===== src/rtl/fft_outputs_to_peak_finder_pkg.sv =====
// Shared sizes, FSM encoding and the tagged magnitude word used by the FFT read-out path.
package fft_outputs_to_peak_finder_pkg;

    localparam int unsigned N_FFT   = 4;
    localparam int unsigned BINS    = 512;
    localparam int unsigned ADDR_W  = 9;
    localparam int unsigned MAG_W   = 24;
    localparam int unsigned FRAME_W = 16;
    localparam int unsigned CORE_W  = $clog2(N_FFT);
    localparam int unsigned CNT_W   = 2;

    typedef enum logic [1:0] {
        ST_IDLE  = 2'd0,
        ST_READ  = 2'd1,
        ST_DRAIN = 2'd2
    } state_e;

    typedef struct packed {
        logic [MAG_W-1:0]   data;
        logic [ADDR_W-1:0]  bin;
        logic [FRAME_W-1:0] frame;
        logic               sof;
        logic               eof;
    } tag_word_t;

endpackage


===== src/rtl/fft_outputs_to_peak_finder_if.sv =====
// Core-buffer read port plus the tagged output stream of the FFT read-out block.
interface fft_outputs_to_peak_finder_if
    import fft_outputs_to_peak_finder_pkg::*;
#(
    parameter int unsigned FW = FRAME_W
);
    logic [N_FFT-1:0]       fft_done;
    logic [N_FFT-1:0]       fft_rd_en;
    logic [ADDR_W-1:0]      fft_rd_addr;
    logic [N_FFT*MAG_W-1:0] fft_rd_data;
    logic                   out_valid;
    logic                   out_ready;
    logic [MAG_W-1:0]       out_data;
    logic [ADDR_W-1:0]      out_bin;
    logic [FW-1:0]          out_frame;
    logic                   out_sof;
    logic                   out_eof;
    logic                   overrun;
    logic                   busy;

    modport master (
        input  fft_done, fft_rd_data, out_ready,
        output fft_rd_en, fft_rd_addr, out_valid, out_data, out_bin,
               out_frame, out_sof, out_eof, overrun, busy
    );

    modport slave (
        output fft_done, fft_rd_data, out_ready,
        input  fft_rd_en, fft_rd_addr, out_valid, out_data, out_bin,
               out_frame, out_sof, out_eof, overrun, busy
    );
endinterface


===== src/rtl/fft_outputs_to_peak_finder_skid_fifo2.sv =====
// Two-entry FIFO of tagged words; entry 0 is always the head presented downstream.
module fft_outputs_to_peak_finder_skid_fifo2
    import fft_outputs_to_peak_finder_pkg::*;
(
    input  logic             clk,
    input  logic             reset,
    input  logic             push,
    input  tag_word_t        push_word,
    input  logic             pop,
    output tag_word_t        head,
    output logic             valid,
    output logic [CNT_W-1:0] count
);
    tag_word_t        ent0_q, ent0_d, ent1_q, ent1_d;
    logic [CNT_W-1:0] cnt_q, cnt_d;

    always_comb begin
        ent0_d = ent0_q;
        ent1_d = ent1_q;
        cnt_d  = cnt_q;
        if (push && pop) begin
            if (cnt_q == CNT_W'(2)) begin
                ent0_d = ent1_q;
                ent1_d = push_word;
            end else begin
                ent0_d = push_word;
                cnt_d  = CNT_W'(1);
            end
        end else if (push) begin
            if (cnt_q == CNT_W'(0)) begin
                ent0_d = push_word;
                cnt_d  = CNT_W'(1);
            end else if (cnt_q == CNT_W'(1)) begin
                ent1_d = push_word;
                cnt_d  = CNT_W'(2);
            end
        end else if (pop && cnt_q != CNT_W'(0)) begin
            ent0_d = ent1_q;
            cnt_d  = cnt_q - CNT_W'(1);
        end
    end

    always_ff @(posedge clk) begin
        if (!reset) begin
            ent0_q <= '0;
            ent1_q <= '0;
            cnt_q  <= '0;
        end else begin
            ent0_q <= ent0_d;
            ent1_q <= ent1_d;
            cnt_q  <= cnt_d;
        end
    end

    assign head  = ent0_q;
    assign valid = (cnt_q != CNT_W'(0));
    assign count = cnt_q;
endmodule


===== src/rtl/fft_outputs_to_peak_finder.sv =====
// Drains four FFT magnitude buffers in strict round-robin frame order into one tagged stream.
module fft_outputs_to_peak_finder
    import fft_outputs_to_peak_finder_pkg::*;
#(
    parameter int unsigned FW = FRAME_W
)(
    input  logic clk,
    input  logic reset,
    fft_outputs_to_peak_finder_if.master bus
);
    state_e            state_q, state_d;
    logic [N_FFT-1:0]  pending_q, pending_d;
    logic [CORE_W-1:0] exp_q, exp_d;
    logic [FW-1:0]     frame_q, frame_d;
    logic [ADDR_W-1:0] rd_addr_q, rd_addr_d;
    logic              inflight_q, inflight_d;
    logic [ADDR_W-1:0] inflight_bin_q, inflight_bin_d;
    logic              overrun_q, overrun_d;

    logic [N_FFT-1:0]  exp_onehot_c, draining_c;
    logic [MAG_W-1:0]  rd_word_c;
    logic [CNT_W-1:0]  fifo_cnt_c;
    logic [2:0]        occ_c;
    logic              issue_c, pop_c, head_valid_c;
    tag_word_t         push_word_c, head_c;

    assign exp_onehot_c = N_FFT'(1) << exp_q;
    assign draining_c   = (state_q != ST_IDLE) ? exp_onehot_c : '0;
    assign pop_c        = head_valid_c & bus.out_ready;
    // Occupancy after this cycle's pop, counting the read whose data lands this cycle.
    assign occ_c        = 3'(fifo_cnt_c) + 3'(inflight_q) - 3'(pop_c);
    assign issue_c      = (state_q == ST_READ) && (occ_c < 3'd2);

    always_comb begin
        rd_word_c = '0;
        for (int k = 0; k < N_FFT; k++) begin
            if (exp_q == CORE_W'(k)) rd_word_c = bus.fft_rd_data[k*MAG_W +: MAG_W];
        end
    end

    assign push_word_c = '{data:  rd_word_c,
                           bin:   inflight_bin_q,
                           frame: FRAME_W'(frame_q),
                           sof:   (inflight_bin_q == ADDR_W'(0)),
                           eof:   (inflight_bin_q == ADDR_W'(BINS-1))};

    always_comb begin
        state_d        = state_q;
        pending_d      = pending_q;
        exp_d          = exp_q;
        frame_d        = frame_q;
        rd_addr_d      = rd_addr_q;
        inflight_d     = issue_c;
        inflight_bin_d = issue_c ? rd_addr_q : inflight_bin_q;
        overrun_d      = overrun_q | (|(bus.fft_done & (pending_q | draining_c)));
        case (state_q)
            ST_IDLE: begin
                if (pending_q[exp_q]) begin
                    state_d          = ST_READ;
                    pending_d[exp_q] = 1'b0;
                    rd_addr_d        = '0;
                end
            end
            ST_READ: begin
                if (issue_c) begin
                    rd_addr_d = rd_addr_q + 1'b1;
                    if (rd_addr_q == ADDR_W'(BINS-1)) state_d = ST_DRAIN;
                end
            end
            ST_DRAIN: begin
                if (pop_c && head_c.eof) begin
                    state_d = ST_IDLE;
                    exp_d   = (exp_q == CORE_W'(N_FFT-1)) ? '0 : exp_q + 1'b1;
                    frame_d = frame_q + 1'b1;
                end
            end
            default: state_d = ST_IDLE;
        endcase
        // A new completion always leaves its pending bit set, even while being cleared.
        pending_d = pending_d | bus.fft_done;
    end

    always_ff @(posedge clk) begin
        if (!reset) begin
            state_q        <= ST_IDLE;
            pending_q      <= '0;
            exp_q          <= '0;
            frame_q        <= '0;
            rd_addr_q      <= '0;
            inflight_q     <= 1'b0;
            inflight_bin_q <= '0;
            overrun_q      <= 1'b0;
        end else begin
            state_q        <= state_d;
            pending_q      <= pending_d;
            exp_q          <= exp_d;
            frame_q        <= frame_d;
            rd_addr_q      <= rd_addr_d;
            inflight_q     <= inflight_d;
            inflight_bin_q <= inflight_bin_d;
            overrun_q      <= overrun_d;
        end
    end

    fft_outputs_to_peak_finder_skid_fifo2 u_skid (
        .clk       (clk),
        .reset     (reset),
        .push      (inflight_q),
        .push_word (push_word_c),
        .pop       (pop_c),
        .head      (head_c),
        .valid     (head_valid_c),
        .count     (fifo_cnt_c)
    );

    assign bus.fft_rd_en   = issue_c ? exp_onehot_c : '0;
    assign bus.fft_rd_addr = rd_addr_q;
    assign bus.out_valid   = head_valid_c;
    assign bus.out_data    = head_c.data;
    assign bus.out_bin     = head_c.bin;
    assign bus.out_frame   = FW'(head_c.frame);
    assign bus.out_sof     = head_c.sof;
    assign bus.out_eof     = head_c.eof;
    assign bus.overrun     = overrun_q;
    assign bus.busy        = (state_q != ST_IDLE);
endmodule

===== src/flat_wrapper.sv =====
// flat-port wrapper written by rule: the top's interface ports become plain ports
module fft_outputs_to_peak_finder_flat import fft_outputs_to_peak_finder_pkg::*;
#(
    parameter int unsigned FW = FRAME_W
)
  (clk, reset, bus_fft_done, bus_fft_rd_data, bus_out_ready, bus_fft_rd_en, bus_fft_rd_addr, bus_out_valid, bus_out_data, bus_out_bin, bus_out_frame, bus_out_sof, bus_out_eof, bus_overrun, bus_busy);
  fft_outputs_to_peak_finder_if #(.FW(FW)) bus_i ();
  input  logic clk;
  input  logic reset;
  input wire logic [$bits(bus_i.fft_done)-1:0] bus_fft_done;
  input wire logic [$bits(bus_i.fft_rd_data)-1:0] bus_fft_rd_data;
  input wire logic [$bits(bus_i.out_ready)-1:0] bus_out_ready;
  output wire logic [$bits(bus_i.fft_rd_en)-1:0] bus_fft_rd_en;
  output wire logic [$bits(bus_i.fft_rd_addr)-1:0] bus_fft_rd_addr;
  output wire logic [$bits(bus_i.out_valid)-1:0] bus_out_valid;
  output wire logic [$bits(bus_i.out_data)-1:0] bus_out_data;
  output wire logic [$bits(bus_i.out_bin)-1:0] bus_out_bin;
  output wire logic [$bits(bus_i.out_frame)-1:0] bus_out_frame;
  output wire logic [$bits(bus_i.out_sof)-1:0] bus_out_sof;
  output wire logic [$bits(bus_i.out_eof)-1:0] bus_out_eof;
  output wire logic [$bits(bus_i.overrun)-1:0] bus_overrun;
  output wire logic [$bits(bus_i.busy)-1:0] bus_busy;
  assign bus_i.fft_done = bus_fft_done;
  assign bus_i.fft_rd_data = bus_fft_rd_data;
  assign bus_i.out_ready = bus_out_ready;
  assign bus_fft_rd_en = bus_i.fft_rd_en;
  assign bus_fft_rd_addr = bus_i.fft_rd_addr;
  assign bus_out_valid = bus_i.out_valid;
  assign bus_out_data = bus_i.out_data;
  assign bus_out_bin = bus_i.out_bin;
  assign bus_out_frame = bus_i.out_frame;
  assign bus_out_sof = bus_i.out_sof;
  assign bus_out_eof = bus_i.out_eof;
  assign bus_overrun = bus_i.overrun;
  assign bus_busy = bus_i.busy;
  fft_outputs_to_peak_finder #(.FW(FW)) u_core (.clk(clk), .reset(reset), .bus(bus_i));
endmodule

===== config.mk =====
export PLATFORM = sky130hd
export DESIGN_NAME = fft_outputs_to_peak_finder_flat
export DESIGN_NICKNAME = d
export VERILOG_FILES = /design/src/rtl/fft_outputs_to_peak_finder_pkg.sv /design/src/rtl/fft_outputs_to_peak_finder_if.sv /design/src/rtl/fft_outputs_to_peak_finder_skid_fifo2.sv /design/src/rtl/fft_outputs_to_peak_finder.sv /design/src/flat_wrapper.sv
export SDC_FILE = /design/constraint.sdc
export NUM_CORES = 1
export LEC_CHECK = 0
export CORE_ASPECT_RATIO = 0.8
export CORE_MARGIN = 1.5
export CORE_UTILIZATION = 45
export CTS_CLUSTER_DIAMETER = 100
export DETAILED_ROUTE_END_ITERATION = 10
export GPL_TIMING_DRIVEN = 1
export HOLD_SLACK_MARGIN = 0.08
export PLACE_DENSITY = 0.85
export SYNTH_ARGS = -nofsm -noshare
export SYNTH_HDL_FRONTEND = slang
export SYNTH_SLANG_ARGS = --single-unit

===== constraint.sdc =====
create_clock -name clk -period 4.8 [get_ports clk]
set_input_delay 0.48 -clock clk [delete_from_list [all_inputs] [get_ports clk]]
set_output_delay 0.48 -clock clk [all_outputs]
set_load 0.01 [all_outputs]

## Word-level counts from Yosys, hierarchy flattened

Cells that the tools add are included.

- Register bits after elaboration: 148
- Memories: 0
- Bits in writable memories: 0
- Bits in latches: 0
- Logic and storage cells: 113
- ROM bits: 0
- Output and inout port bits: 67

- Shifts and indexed selects: 1
- Muxes and demuxes: 37
- $add $sub $neg: 6
- Div/mod/pow operators: 0
- Eq/ne operators: 18
- $lt $le $gt $ge: 3
- $mul: 0
- Reductions and logical operators: 22
- Bitwise gates (word level): 7

Operators with widths:

| cell | count |
|---|---|
| $mux W51 | 10 |
| $mux W24 | 4 |
| $mux W2 | 11 |
| $eq A9 B9 Y1 const B | 2 |
| $mux W9 | 2 |
| $pmux W9 S2 | 1 |
| $add A16 B1 Y16 const B | 1 |
| $mux W4 | 4 |
| $reduce_bool A2 Y1 | 5 |
| $add A9 B1 Y9 const B | 1 |
| $logic_not A9 Y1 | 1 |
| $and A4 B4 Y4 | 2 |
| $eq A2 B2 Y1 const B | 4 |
| $ne A2 B1 Y1 const B | 4 |
| $or A4 B4 Y4 | 2 |
| $reduce_and A4 Y1 | 2 |
| $eq A2 B1 Y1 const B | 3 |
| $logic_not A2 Y1 | 3 |
| $ne A2 B2 Y1 const B | 3 |
| $pmux W2 S3 | 1 |
| $reduce_and A3 Y1 | 2 |
| $logic_and A1 B1 Y1 | 5 |
| $ne A4 B4 Y1 const B | 1 |
| $not A4 Y4 | 1 |
| other kinds (17) | 19 |

## Logic depth before layout (Yosys ltp)

- Depth after elaboration: 9
- Mapped depth: 12

## Hierarchy

Synthesis repeated with hierarchy kept, for this count alone.

- Cells, all modules: 852
- Area, all modules: 7,134.3 µm²

Modules (own cells, without submodules):

| module | area an instance (µm²) | instances | cells an instance |
|---|---|---|---|
| fft_outputs_to_peak_finder_skid_fifo2 | 4,315.4 | 1 | 478 |
| fft_outputs_to_peak_finder | 2,819.0 | 1 | 374 |

## Worst setup path before layout

Ideal clock, no wire load.

- Path type: reg-to-output
- Start: register u_core.u_skid.cnt_q[1], in the netlist u_core.u_skid.count[1]
- End: output port bus_fft_rd_en[0]
- Stages on the path, launching flop included: 12
- Data arrival time: 2.826 ns
- Required time: 4.320 ns
- Path slack: 1.494 ns
- Cell sequence: dfxtp_1 > inv_1 > ha_1 > nand2b_1 > inv_1 > ha_1 > nand2b_1 > fa_1 > nand3b_1 > nor2_1 > clkbuf_1 > and2_1

- Word-level cells in the longest chain between the ends: 6
- Elaborated cells between the ends (all ways): 7
- Those cells by class: 2 x add/sub; 1 x order compare; 1 x mux; 1 x bitwise; 2 x reduce/logical

Ends and longest elaborated chain:

| element | line | source |
|---|---|---|
| from (decl) | fft_outputs_to_peak_finder_skid_fifo2.sv:15 | `logic [CNT_W-1:0] cnt_q, cnt_d;` |
| from (signal assigned) | fft_outputs_to_peak_finder_skid_fifo2.sv:51 | `cnt_q <= cnt_d;` |
| parallel branches: the longest is 2 deep, another holds $add A2 B1 Y3 | n/a |  |
| $sub A3 B1 Y3 (*) | fft_outputs_to_peak_finder.sv:31 | `assign occ_c = 3'(fifo_cnt_c) + 3'(inflight_q) - 3'(pop_c);` |
| $lt A3 B2 Y1 (*) | fft_outputs_to_peak_finder.sv:32 | `assign issue_c = (state_q == ST_READ) && (occ_c < 3'd2);` |
| $logic_and A1 B1 Y1 (*) | fft_outputs_to_peak_finder.sv:32 |  |
| $mux W4 (*) | fft_outputs_to_peak_finder.sv:116 | `assign bus.fft_rd_en = issue_c ? exp_onehot_c : '0;` |
| to (decl) | flat_wrapper.sv:13 | `output wire logic [$bits(bus_i.fft_rd_en)-1:0] bus_fft_rd_en;` |

Mark *: on every way between the ends.

## Worst setup path in the final report

- Start: register u_core.u_skid.cnt_q[1], in the netlist u_core.u_skid.count[1]
- End: output port bus_fft_rd_en[3]

Same word-level chain as after synthesis.

==> key figures <==
Die
  • FP Rows: 39
  • Die H: 113 um
  • Starting Density: 46.6%
  • Die area: 0.0158 mm^2
  • # IOs: 170
  • Core area: 0.0145 mm^2
  • Die width: 140 um

Run
  • Max_cap viols: 0

Run status
  • Status: completed

Synthesis
  • Unique masters post-synth: 51
  • Syn Nets: 936
  • Top_reg_cell synth: dfxtp_1
  • Mapped cell area: 0.00676 mm^2
  • Warnings, synthesis: 0
  • Post-synth ARST share: 0%
  • Synth Register Bits: 148
  • Syn avg cell area: 8.24 um^2
  • Sequential fraction of the synthesis area: 43.8%
  • Cells after Synth: 820
  • EDFF count, synth: 0

Power and ir drop
  • PD cells: 468 mW/mm^2
  • VDD IR max: 0.279 mV
  • Leak pwr: 3.28 nW

Clock tree
  • CTS max path bufs: 2
  • CTS tree: done
  • Worst skew pair latency: 0.42 ns
  • Hold_buf cts: 0
  • Root cell of the clock tree: clkbuf_16
  • Worst-path clk slew: 0.06 ns
  • Sink Count: 148
  • Post-CTS Setup Inserts: 0
  • H-tree levels: 4
  • TritonCTS buffer count: 17

Global route
  • Vias in the first global route: 5974
  • Global route total overflow: 0
  • Initial antenna violation count: 0
  • First-pass GRT wire length: 30.4 mm
  • Largest net degree at the start of global routing: 76
  • Total track usage: 24.0%

Placement
  • Routability Congestion: 0.898
  • IO Port Bufs: 169
  • Placed Cells incl. Taps: 1114
  • Dpl hpwl: 12.8 mm
  • Post-place setup slack: 0.374 ns

STA
  • Final setup margin: 0.317 ns
  • Fin Setup TNS: 0 ns
  • Setup violators final: 0
  • Final min period: 4.48 ns
  • RSZ-0062 raised after global routing: false
  • Relative slew slack: 26.6%
  • Final period utilization: 93.4%
  • Pin slew with the least headroom to its limit: 1.10 ns
  • Final Slew Violations: 0
  • Max Clock Freq: 223 MHz
  • Fin. Hold Viols: 0
  • Skew final: 0.00717 ns

Setup path
  • Critical path type: register to output port
  • Setup crit start kind: register
  • CP max FO: 13
  • Arrival time worst endpoint: 4.00 ns
  • Slowest CP cell: clkdlybuf4s50_1
  • CP peak stage delay: 0.59 ns
  • CP cell instances: inv_1, ha_1, nand2b_1, inv_1, ha_1, nand2b_1, fa_1, nand3b_1, or2_2, nor2_1, clkdlybuf4s50_1
  • Crit path max-delay family: simple AND/OR/NAND/NOR gates
  • Crit. End Element: output port
  • WP buf/inv: 3
  • Worst Path Required: 4.32 ns

Finish
  • Finished Core Util: 62.0%
  • Multi-input gate area: 0.00344 mm^2
  • Layout cells sized above 1: 5.41%
  • Area growth syn-to-layout: 32.9%
  • Fin nets: 1065
  • Filler instances: 1203
  • Non-filler cells, final: 1146
  • Sequential cell area: 0.00296 mm^2
  • Antenna diode count: 0

Drt
  • Pre-Repair DR Iteration Count: 8
  • Total wire length: 18.8 mm
  • Initial DRC Count: 638
  • Via count: 6553
  • DRC: 0
  • Vias per inst: 5.72
  • Antenna-violating nets left: 0
  • WL per Instance: 16.4 um

Hold path
  • Worst hold path class: register to register
[power by group]
part           switching, W  total, W  internal [W]
clock              0.000502   0.00120      0.000696
combinational      0.000725   0.00140      0.000676
sequential         0.000144   0.00160       0.00146
total               0.00137   0.00420       0.00283
[final timing paths]
check,from,end,slack (ns),depth (start not counted)
max,u_core.u_skid.count[1],bus_fft_rd_en[3],0.32,11
max reg2reg,u_core.u_skid.count[1],u_core.bus.fft_rd_addr[8],1.47,11
min reg2reg,u_core.u_skid.ent1_q[2],u_core.u_skid.ent1_q[2],0.45,2
min,u_core.u_skid.ent1_q[2],u_core.u_skid.ent1_q[2],0.45,2
[kinds of logic (layout without fill, tap and decap cells)]
family                     count (synthesis)  in the layout  share of synthesized area [%]
AOI/OAI and AO/OA                        251            251                           24.7
muxes                                      5              5                          0.926
xor gates and xnor gates                  16             16                           2.07
and+or+nand+nor                          302            302                           20.4
buffers and inverters                     85            227                           5.55
adders and majority gates                 13             13                           2.52
DFF                                      148            148                           43.8
[flip-flops by register name, indices dropped and copies added (netlist names)]
register / count
u_core.bus.fft_rd_addr: 9
u_core.bus.overrun: 1
u_core.exp_q: 2
u_core.frame_q: 16
u_core.inflight_bin_q: 9
u_core.inflight_q: 1
u_core.pending_q: 4
u_core.state_q: 2
u_core.u_skid.count: 2
u_core.u_skid.ent1_q: 51
u_core.u_skid.head: 51
[routing by layer]
metal,routed length (um),track usage [%],vias up,part of all wire (%)
li1,-,-,3213,-
met2,8400,36.3,235,45
met1,8520,32.6,3074,45
met4,357,8.07,0,1.9
met5,0,0,-,0
met3,1550,7.64,31,8.2
[cell usage after synthesis, types with 8 or more instances]
master / n / area [um^2]
clkbuf_1: 40 / 150
a221oi_1: 24 / 210
a31oi_1: 30 / 188
a311oi_1: 25 / 219
nand4_1: 8 / 50.1
nand3_1: 13 / 65.1
o211a_1: 25 / 250
o21ai_0: 64 / 320
a21oi_1: 48 / 240
ha_1: 12 / 150
dfxtp_1: 148 / 2960
xnor2_1: 9 / 78.8
nor2_1: 50 / 188
or3_1: 29 / 181
o22ai_1: 26 / 163
inv_1: 14 / 52.6
buf_2: 21 / 105
nand2_1: 159 / 597
[what timing repair did]
| action | in CTS | in global routing |
|---|---|---|
| gates resized for setup | 0 | 2 |
| endpoints found under the hold margin | 0 | 0 |
| setup endpoints to repair | 0 | 3 |
[per-stage QoR]
stage	area (um^2)	power, W	hold slack, ns
after detailed placement	8440	0.00302	0.443
after global placement	8440	0.00299	0.438
final	8980	0.00420	0.451
after global routing	8980	0.00443	0.466
after CTS	8980	0.00421	0.451
after floorplan	6760	0.00234	0.432
[worst reg2reg max path, stage by stage (launching register included)]
cell and delay, ns:
dfxtp_1 0.41, inv_1 0.11, ha_1 0.27, nand2b_1 0.23, inv_1 0.18, ha_1 0.26
nand2b_1 0.16, fa_1 0.38, xor2_1 0.57, or2_2 0.39, nand3_1 0.11, o21ai_0 0.18
[final cells by class]
cell class	count	area share, %
Multi-Input combinational cell	587	38.3
Sequential cell	148	33.0
Timing Repair Buffer	178	19.5
Clock buffer	23	5.32
Tap cell	184	2.56
Inverter	17	0.710
Clock inverter	9	0.613
[cell usage in the layout (no fill, tap or decap), drive strengths merged, types with 2 or more instances in the layout]
master and n:
nand2 159, nand2b 4, or2 4, nor2b 2, o21a 2, clkbuf 23
a311oi 25, dfxtp 148, a31oi 31, a221oi 24, and3 4, a21oi 48
and3b 2, nand4 8, clkinv 5, buf 10, mux2i 4, o211a 25
xnor2 9, clkdlybuf4s50 168, nand3 13, and4 4, o22ai 26, inv 17
clkinvlp 4, nor2 51, ha 12, nor4 4, o21ai 65, nor3 4
and2 7, nand4b 3, xor2 7, or3 29
No activity file was read; power rests on OpenSTA's default activity.
